### config.mk
export PLATFORM = sky130hd
export DESIGN_NAME = uart_phy_8n1_flat
export DESIGN_NICKNAME = d
export VERILOG_FILES = /design/src/rtl/uart_phy_8n1_if.sv /design/src/rtl/uart_phy_8n1.sv /design/src/flat_wrapper.sv
export SDC_FILE = /design/constraint.sdc
export NUM_CORES = 1
export LEC_CHECK = 0
export CAP_MARGIN = 25
export CORE_MARGIN = 3
export CORE_UTILIZATION = 58
export DETAILED_ROUTE_END_ITERATION = 12
export GPL_TIMING_DRIVEN = 0
export MAX_ROUTING_LAYER = met4
export PLACE_DENSITY = 0.8
export SLEW_MARGIN = 5
export SYNTH_ARGS = -nofsm -noshare
export SYNTH_HDL_FRONTEND = slang
export SYNTH_SLANG_ARGS = --single-unit
### constraint.sdc
create_clock -name clka -period 2.25 [get_ports clka]
set_clock_uncertainty 0.05 [all_clocks]
set_input_delay 0.45 -clock clka [delete_from_list [all_inputs] [get_ports clka]]
set_output_delay 0.45 -clock clka [all_outputs]
set_load 0.05 [all_outputs]
### src/rtl/uart_phy_8n1_if.sv
// Lite-side byte handshake between the UART lite and the 8N1 bit-level PHY.
`timescale 1ns/1ps
interface uart_phy_8n1_if;
  logic [7:0] tx_data;
  logic       tx_valid;
  logic       tx_ready;
  logic [7:0] rx_data;
  logic       rx_ready;
  logic       rx_frame_err;

  modport master (
    output tx_data, tx_valid,
    input  tx_ready, rx_data, rx_ready, rx_frame_err
  );

  modport slave (
    input  tx_data, tx_valid,
    output tx_ready, rx_data, rx_ready, rx_frame_err
  );
endinterface

### src/rtl/uart_phy_8n1.sv
// 8N1 UART PHY: LSB-first serializer on txd, mid-bit sampling deserializer on rxd.
`timescale 1ns/1ps
module uart_phy_8n1 #(
  parameter int CLKS_PER_BIT = 868,
  parameter int SYNC_STAGES  = 2
) (
  input  logic         clka,
  input  logic         rstn,
  uart_phy_8n1_if.slave lite,
  output logic         txd,
  input  logic         rxd
);

  localparam int CW = $clog2(CLKS_PER_BIT);
  localparam logic [CW-1:0] BIT_LAST  = CW'(CLKS_PER_BIT - 1);
  localparam logic [CW-1:0] HALF_LAST = CW'(CLKS_PER_BIT / 2 - 1);

  typedef enum logic [1:0] {TX_IDLE, TX_START, TX_DATA, TX_STOP} tx_state_t;
  typedef enum logic [2:0] {RX_IDLE, RX_START, RX_DATA, RX_STOP, RX_BREAK} rx_state_t;

  tx_state_t       tx_state;
  logic [CW-1:0]   tx_cnt;
  logic [2:0]      tx_bit;
  logic [7:0]      tx_shreg;
  logic            tx_ready_q;

  rx_state_t       rx_state;
  logic [CW-1:0]   rx_cnt;
  logic [2:0]      rx_bit;
  logic [7:0]      rx_shreg;
  logic [7:0]      rx_data_q;
  logic            rx_ready_q;
  logic            rx_err_q;
  logic [SYNC_STAGES-1:0] sync_q;
  logic            rxs;
  logic            rxs_prev;

  assign lite.tx_ready     = tx_ready_q;
  assign lite.rx_data      = rx_data_q;
  assign lite.rx_ready     = rx_ready_q;
  assign lite.rx_frame_err = rx_err_q;
  assign rxs               = sync_q[SYNC_STAGES-1];

  // txd is registered and driven one bit ahead of the shift so it changes on bit boundaries.
  always_ff @(posedge clka or negedge rstn) begin
    if (!rstn) begin
      tx_state   <= TX_IDLE;
      tx_cnt     <= '0;
      tx_bit     <= '0;
      tx_shreg   <= '0;
      tx_ready_q <= 1'b1;
      txd        <= 1'b1;
    end else begin
      case (tx_state)
        TX_IDLE: begin
          if (lite.tx_valid && tx_ready_q) begin
            tx_state   <= TX_START;
            tx_shreg   <= lite.tx_data;
            tx_cnt     <= '0;
            tx_ready_q <= 1'b0;
            txd        <= 1'b0;
          end
        end
        TX_START: begin
          if (tx_cnt == BIT_LAST) begin
            tx_state <= TX_DATA;
            tx_cnt   <= '0;
            tx_bit   <= '0;
            txd      <= tx_shreg[0];
          end else begin
            tx_cnt <= tx_cnt + 1'b1;
          end
        end
        TX_DATA: begin
          if (tx_cnt == BIT_LAST) begin
            tx_cnt <= '0;
            if (tx_bit == 3'd7) begin
              tx_state <= TX_STOP;
              txd      <= 1'b1;
            end else begin
              tx_bit   <= tx_bit + 1'b1;
              tx_shreg <= {1'b0, tx_shreg[7:1]};
              txd      <= tx_shreg[1];
            end
          end else begin
            tx_cnt <= tx_cnt + 1'b1;
          end
        end
        TX_STOP: begin
          if (tx_cnt == BIT_LAST) begin
            tx_state   <= TX_IDLE;
            tx_cnt     <= '0;
            tx_ready_q <= 1'b1;
          end else begin
            tx_cnt <= tx_cnt + 1'b1;
          end
        end
        default: begin
          tx_state   <= TX_IDLE;
          tx_cnt     <= '0;
          tx_ready_q <= 1'b1;
          txd        <= 1'b1;
        end
      endcase
    end
  end

  always_ff @(posedge clka or negedge rstn) begin
    if (!rstn) begin
      sync_q   <= '1;
      rxs_prev <= 1'b1;
    end else begin
      sync_q   <= {sync_q[SYNC_STAGES-2:0], rxd};
      rxs_prev <= rxs;
    end
  end

  // Stop is judged at mid-bit and the FSM returns to idle there, so a start bit
  // immediately following the stop bit is still caught as a falling edge.
  always_ff @(posedge clka or negedge rstn) begin
    if (!rstn) begin
      rx_state   <= RX_IDLE;
      rx_cnt     <= '0;
      rx_bit     <= '0;
      rx_shreg   <= '0;
      rx_data_q  <= '0;
      rx_ready_q <= 1'b0;
      rx_err_q   <= 1'b0;
    end else begin
      rx_ready_q <= 1'b0;
      rx_err_q   <= 1'b0;
      case (rx_state)
        RX_IDLE: begin
          if (rxs_prev && !rxs) begin
            rx_state <= RX_START;
            rx_cnt   <= '0;
          end
        end
        RX_START: begin
          if (rx_cnt == HALF_LAST) begin
            rx_cnt   <= '0;
            rx_bit   <= '0;
            rx_state <= rxs ? RX_IDLE : RX_DATA;
          end else begin
            rx_cnt <= rx_cnt + 1'b1;
          end
        end
        RX_DATA: begin
          if (rx_cnt == BIT_LAST) begin
            rx_cnt   <= '0;
            rx_shreg <= {rxs, rx_shreg[7:1]};
            rx_bit   <= rx_bit + 1'b1;
            if (rx_bit == 3'd7) begin
              rx_state <= RX_STOP;
            end
          end else begin
            rx_cnt <= rx_cnt + 1'b1;
          end
        end
        RX_STOP: begin
          if (rx_cnt == BIT_LAST) begin
            rx_cnt <= '0;
            if (rxs) begin
              rx_data_q  <= rx_shreg;
              rx_ready_q <= 1'b1;
              rx_state   <= RX_IDLE;
            end else begin
              rx_err_q <= 1'b1;
              rx_state <= RX_BREAK;
            end
          end else begin
            rx_cnt <= rx_cnt + 1'b1;
          end
        end
        RX_BREAK: begin
          rx_cnt <= '0;
          if (rxs) begin
            rx_state <= RX_IDLE;
          end
        end
        default: begin
          rx_state <= RX_IDLE;
          rx_cnt   <= '0;
        end
      endcase
    end
  end

endmodule

### src/flat_wrapper.sv
// flat-port wrapper written by rule: the top's interface ports become plain ports
module uart_phy_8n1_flat 
#(
  parameter int CLKS_PER_BIT = 868,
  parameter int SYNC_STAGES  = 2
)
  (clka, rstn, txd, rxd, lite_tx_data, lite_tx_valid, lite_tx_ready, lite_rx_data, lite_rx_ready, lite_rx_frame_err);
  uart_phy_8n1_if lite_i ();
  input  logic clka;
  input  logic rstn;
  output logic txd;
  input  logic rxd;
  input wire logic [$bits(lite_i.tx_data)-1:0] lite_tx_data;
  input wire logic [$bits(lite_i.tx_valid)-1:0] lite_tx_valid;
  output wire logic [$bits(lite_i.tx_ready)-1:0] lite_tx_ready;
  output wire logic [$bits(lite_i.rx_data)-1:0] lite_rx_data;
  output wire logic [$bits(lite_i.rx_ready)-1:0] lite_rx_ready;
  output wire logic [$bits(lite_i.rx_frame_err)-1:0] lite_rx_frame_err;
  assign lite_i.tx_data = lite_tx_data;
  assign lite_i.tx_valid = lite_tx_valid;
  assign lite_tx_ready = lite_i.tx_ready;
  assign lite_rx_data = lite_i.rx_data;
  assign lite_rx_ready = lite_i.rx_ready;
  assign lite_rx_frame_err = lite_i.rx_frame_err;
  uart_phy_8n1 #(.CLKS_PER_BIT(CLKS_PER_BIT), .SYNC_STAGES(SYNC_STAGES)) u_core (.clka(clka), .rstn(rstn), .lite(lite_i), .txd(txd), .rxd(rxd));
endmodule
Word-level counts from Yosys, hierarchy flattened
Cells that the tools add are included.
{"block": "totals", "wordCells": 110, "out_inout_bits": 12, "in_bits": 12, "ff_bits": 62}
{"block": "op_classes", "muxes": 46, "n_eq_ne": 24, "reduce_logical": 21, "addsub": 4}
{"op": "10-bit 2-to-1 mux", "n": 5}
{"op": "3-bit 2-to-1 mux", "n": 12}
{"op": "10-bit one-hot mux with 3 select lines", "n": 1}
{"op": "8-bit 2-to-1 mux", "n": 3}
{"op": "2-bit by 1-bit inequality test with 1-bit output, second input constant", "n": 11}
{"op": "10-bit by 1-bit adder with 10-bit output, second input constant", "n": 2}
{"op": "10-bit equality test, second input constant", "n": 2}
{"op": "10-bit one-hot mux with 2 select lines", "n": 1}
{"op": "8-bit one-hot mux with 2 select lines", "n": 1}
{"op": "3-bit one-hot mux with 5 select lines", "n": 1}
{"op": "2-bit 2-to-1 mux", "n": 6}
{"op": "3-bit one-hot mux with 2 select lines", "n": 2}
{"op": "4-bit AND reduction", "n": 3}
{"op": "1-bit 2-to-1 mux", "n": 11}
{"op": "10-bit by 9-bit equality test with 1-bit output, second input constant", "n": 1}
{"op": "3-bit equality test, second input constant", "n": 3}
{"op": "3-bit AND reduction", "n": 3}
{"op": "2-bit one-hot mux with 4 select lines", "n": 1}
{"op": "2-bit nonzero test", "n": 4}
{"op": "3-bit by 1-bit adder with 3-bit output, second input constant", "n": 2}
{"op": "3-bit by 2-bit equality test with 1-bit output, second input constant", "n": 2}
{"op": "6-bit AND reduction", "n": 1}
{"op": "5-bit AND reduction", "n": 1}
{"op": "2-bit equality test, second input constant", "n": 2}
{"op": "other kinds (13)", "n": 14}

Longest topological paths before layout
{"block": "depth", "ltp_word": 4, "ltp_mapped": 8, "depth_no_buf": 6}

Worst setup path after synthesis
No wires, ideal clock.
{"block": "synth_timing", "path_type": "flip-flop to flip-flop", "from": "register u_core.tx_state[0]", "to": "register u_core.tx_state[1]", "arrival_time_ps": 1752, "stages_incl_launch_ff": 7, "period_less_slack_ps": 1926, "setup_time_ps": 125, "n_path_buf": 1, "t_required_ps": 2075, "setup_slack_ps": 324, "cell_sequence": "dfrtp_1 > inv_1 > ha_1 > buf_6 > or3_1 > a211oi_2 > mux2_2"}
{"block": "synth_via", "elab_chain_len": 3, "elab_cells_between_ends": 11, "cone_classes": "eq/ne: 8; mux: 1; reduce/logical: 2"}
{"item": "start: declaration", "line": "uart_phy_8n1.sv:21", "text": "tx_state_t tx_state;"}
{"item": "start signal: assignment", "line": "uart_phy_8n1.sv:47", "text": "tx_state <= TX_IDLE;"}
{"item": "start signal: assignment", "line": "uart_phy_8n1.sv:57", "text": "tx_state <= TX_START;"}
{"item": "start signal: assignment", "line": "uart_phy_8n1.sv:66", "text": "tx_state <= TX_DATA;"}
{"item": "2-bit equality test, or another cell as far along", "line": "uart_phy_8n1.sv:54", "text": "case (tx_state)"}
{"item": "2-bit by 1-bit inequality test with 1-bit output (no line)"}
{"item": "5-bit AND reduction (no line)"}
Several ways; a longest one is shown, not always the timed one.
A chain may end at the register's enable or synchronous reset.

Worst setup path after layout
{"block": "layout_timing", "from": "register u_core.txd", "to": "output port txd"}
{"item": "start: declaration", "line": "uart_phy_8n1.sv:10", "text": "output logic txd,"}
{"item": "start signal: assignment", "line": "uart_phy_8n1.sv:69", "text": "txd <= tx_shreg[0];"}
{"item": "start signal: assignment", "line": "uart_phy_8n1.sv:83", "text": "txd <= tx_shreg[1];"}
{"item": "end: declaration", "line": "flat_wrapper.sv:11", "text": "output logic txd;"}
No word-level cell between the ends.

==> flow_metrics.py <==
metrics = {
    "cts": {
        "cts.sinks": 62,
        "cts_root_buffer": "clkbuf_8",
        "clock_latency_ns": 0.34,
        "cts_inserted_buffers": 9,
        "cts.reportedPaths.clkPinSlew_ns": 0.07,
        "ctsHtreeMaxLevel": 3,
        "cts.path.max_buffers": 2,
        "cts_tree": "done",
    },
    "grt": {
        "grt_first_pass_wirelength_mm": 10.49,
        "first_global_vias": 2304,
        "grt_use_total_pct": 21.86,
        "antenna_found_initial": 0,
        "gr-total-overflow": 0,
        "grt_max_degree": 63,
    },
    "worst_setup_path": {
        "cp_cell_sequence": "clkdlybuf4s50_1",
        "worstReg2RegEnd": "u_core.rx_cnt[6]$_DFFE_PN0N_",
        "crit_start": "u_core.txd$_DFFE_PN1P_",
        "crit_slowest_cell": "clkdlybuf4s50_1",
        "rr_worst_depth": 6,
        "critPathArrivalTime_ns": 1.67,
        "r2r_start": "u_core.rx_cnt[0]$_DFFE_PN0N_",
        "critPathRequiredTime_ns": 1.75,
        "max_stage_delay_ns": 0.80,
        "crit_path_end": "txd",
        "cp-start-kind": "flip-flop",
        "cp.buffers_inverters": 1,
        "cp_max_fo": 2,
        "setup.worst_path.class": "reg -> out",
        "crit_cells": 1,
        "crit_family": "buffers and inverters",
        "critPathCaptureType": "primary output",
        "r2r_slack_ns": 0.16,
    },
    "logic_synthesis": {
        "synth.distinct_cells": 56,
        "ys_ff_latch": 62,
        "ys.flop_type": "dfrtp_1",
        "yosysTopAreaCellShare_pct": 44.69,
        "synth.net_count": 329,
        "synth_edf_count": 0,
        "ys_seq_area_share_pct": 48.80,
        "netlist_area_sq_mm": 0.003192,
        "synth_top_area_cell": "dfrtp_1",
        "syn_inst": 305,
        "yosysWarnings": 0,
        "yosys-top-cells-count": "dfrtp_1, o21ai_0, nand2_1",
        "async_flop_share_pct": 100.0,
        "syn_area_per_cell_sq_um": 10.46,
        "yosys.cell_count.top_type": "dfrtp_1",
        "synthTopCellsByArea": "dfrtp_1, o21ai_0, mux2_2",
    },
    "place": {
        "hpwl_mm": 4.214,
        "place_area_sq_mm": 0.003507,
        "place.gp.congestion": 0.8262,
        "port-buffer-count": 23,
    },
    "sta": {
        "rsz0062_at_grt": "no",
        "maxSlewViolCount": 0,
        "fin_crit_sh_pct": 96.61,
        "max_slew_margin_pct": 49.93,
        "worst_hold_slack_ns": 0.1184,
        "fmax_ghz": 0.4600,
        "setup_viol": 0,
        "hold_viol_final": 0,
        "worst-slew-pin-transition_ns": 0.7511,
        "period_needed_ns": 2.174,
    },
    "drt": {
        "wl_met2_mm": 3.128,
        "first_iter_violations": 170,
        "vias": 2467,
        "wire_per_inst_um": 14.97,
        "drcViolationCount": 0,
        "wl_met3_um": 267,
        "viasPerCell": 5.888,
        "firstDrtPassIters": 5,
        "m1WireLength_mm": 2.831,
        "ant_nets": 0,
        "wl_mm": 6.274,
        "highest_layer": "met4",
    },
    "pwr": {
        "netSwitchingPower_uw": 734.9,
        "max-vdd-ir-drop_v": 0.0006342,
        "seqPwrFrac_pct": 43.4,
        "leakage_uw": 0.001675,
        "p_sw_share_pct": 26.24,
        "pwr-share-clk_pct": 42.7,
        "p_per_area_mw_per_mm2": 735.6,
        "p_int_uw": 2066,
        "combPwrFrac_pct": 13.9,
    },
    "floorplanning": {
        "die_w_um": 80.19,
        "std_cell_rows": 26,
        "dieArea_sq_mm": 0.006430,
        "die_h_um": 80.19,
        "io_pins": 24,
        "start_util_pct": 61.32,
        "core-area_sq_mm": 0.005205,
    },
    "layout": {
        "design_area_sq_mm": 0.003807,
        "drive_above_1_share_pct": 18.34,
        "area_growth_pct": 19.29,
        "n_antenna_cell": 0,
        "fin_nets": 368,
    },
    "status": {
        "status": "complete, no violations",
    },
    "job": {
        "cap_violations": 0,
    },
    "hold_path": {
        "hold_path.class": "in -> async",
    },
}
## registers in the layout, indices dropped and copies added (netlist names)
signal                    flops
u_core.tx_shreg               8
u_core.tx_bit                 3
u_core.tx_cnt                10
u_core.lite.rx_data           8
u_core.rx_shreg               8
u_core.rxs_prev               1
u_core.lite.rx_ready          1
u_core.rx_cnt                10
u_core.tx_state               2
u_core.rx_state               3
u_core.sync_q                 2
u_core.rx_bit                 3
u_core.txd                    1
u_core.lite.tx_ready          1
u_core.lite.rx_frame_err      1
## worst min path at each step
stage                                               endpoint  slack (ns)
after floorplan           u_core.lite.rx_data[0]$_DFFE_PN0P_        0.10
after global placement            u_core.sync_q[1]$_DFF_PN1_        0.30
after detailed placement          u_core.sync_q[1]$_DFF_PN1_        0.30
after CTS                       u_core.tx_cnt[5]$_DFFE_PN0N_        0.16
after global routing            u_core.tx_cnt[5]$_DFFE_PN0N_        0.17
final                           u_core.tx_cnt[5]$_DFFE_PN0N_        0.12
## power by group through the flow
stage,Clock [uW],Sequential [uW],Combinational [uW]
6_report,1200,1210,390
5_1_grt,1280,1220,437
3_5_place_dp,0,1230,381
4_1_cts,1210,1210,381
3_3_place_gp,0,1230,373
2_1_floorplan,0,1220,260
## area by class of cell
type,count,area (sq um)
fill,378,1398
inverter,11,41.29
tap,70,87.58
clock buffer,10,137.6
clock inverter,6,108.9
buffer,14,67.56
sequential,62,1558
multi-input combinational,218,1541
timing repair buffer,28,265.3
## through the flow
stage	utilization (%)	cells	power, uW	setup TNS (ns)	setup WS, ns
6_report	73.15	419	2801	0	0.07621
3_5_place_dp	67.38	398	1614	-0.3781	-0.06636
4_1_cts	72.12	414	2807	0	0.03180
3_3_place_gp	67.43	398	1604	-77.02	-1.293
2_1_floorplan	-	305	1483	0	0.3237
5_1_grt	73.15	419	2938	0	0.0004636
## layout by cell type, fill, tap and decap left out, types with 6 or more instances in the layout
cell | synthesis | layout
o211ai_1 | 8 | 8
mux2i_1 | 10 | 10
o21ai_0 | 41 | 41
nand3_1 | 7 | 7
clkbuf_1 | 7 | 6
clkdlybuf4s50_1 | 0 | 21
nand2_1 | 35 | 35
nor2_1 | 12 | 12
ha_1 | 12 | 11
clkbuf_8 | 0 | 10
a21oi_1 | 6 | 6
dfrtp_1 | 57 | 57
inv_1 | 11 | 11
mux2_2 | 16 | 16
## per-layer routing
layer	global-route usage [%]	vias up
met4	5.912	0
li1	-	1195
met2	34.35	60
met3	7.063	6
met5	-	-
met1	27.38	1206
## cells by family after synthesis
logic type                 share of synthesized area (%)
AOI/OAI and AO/OA                                  18.15
adders and majority gates                          4.704
buffers and inverters                              3.371
DFF                                                48.80
muxes                                              8.781
and+or+nand+nor                                    16.19
## repair_timing
item | 4_1_cts | 5_1_grt
resized for setup | 0 | 6
hold endpoints to repair | 0 | 0
buffers inserted | 0 | 4
endpoints found under the setup margin | 0 | 15
hold buffers | 0 | 0
(Power assumes the default switching activity.)
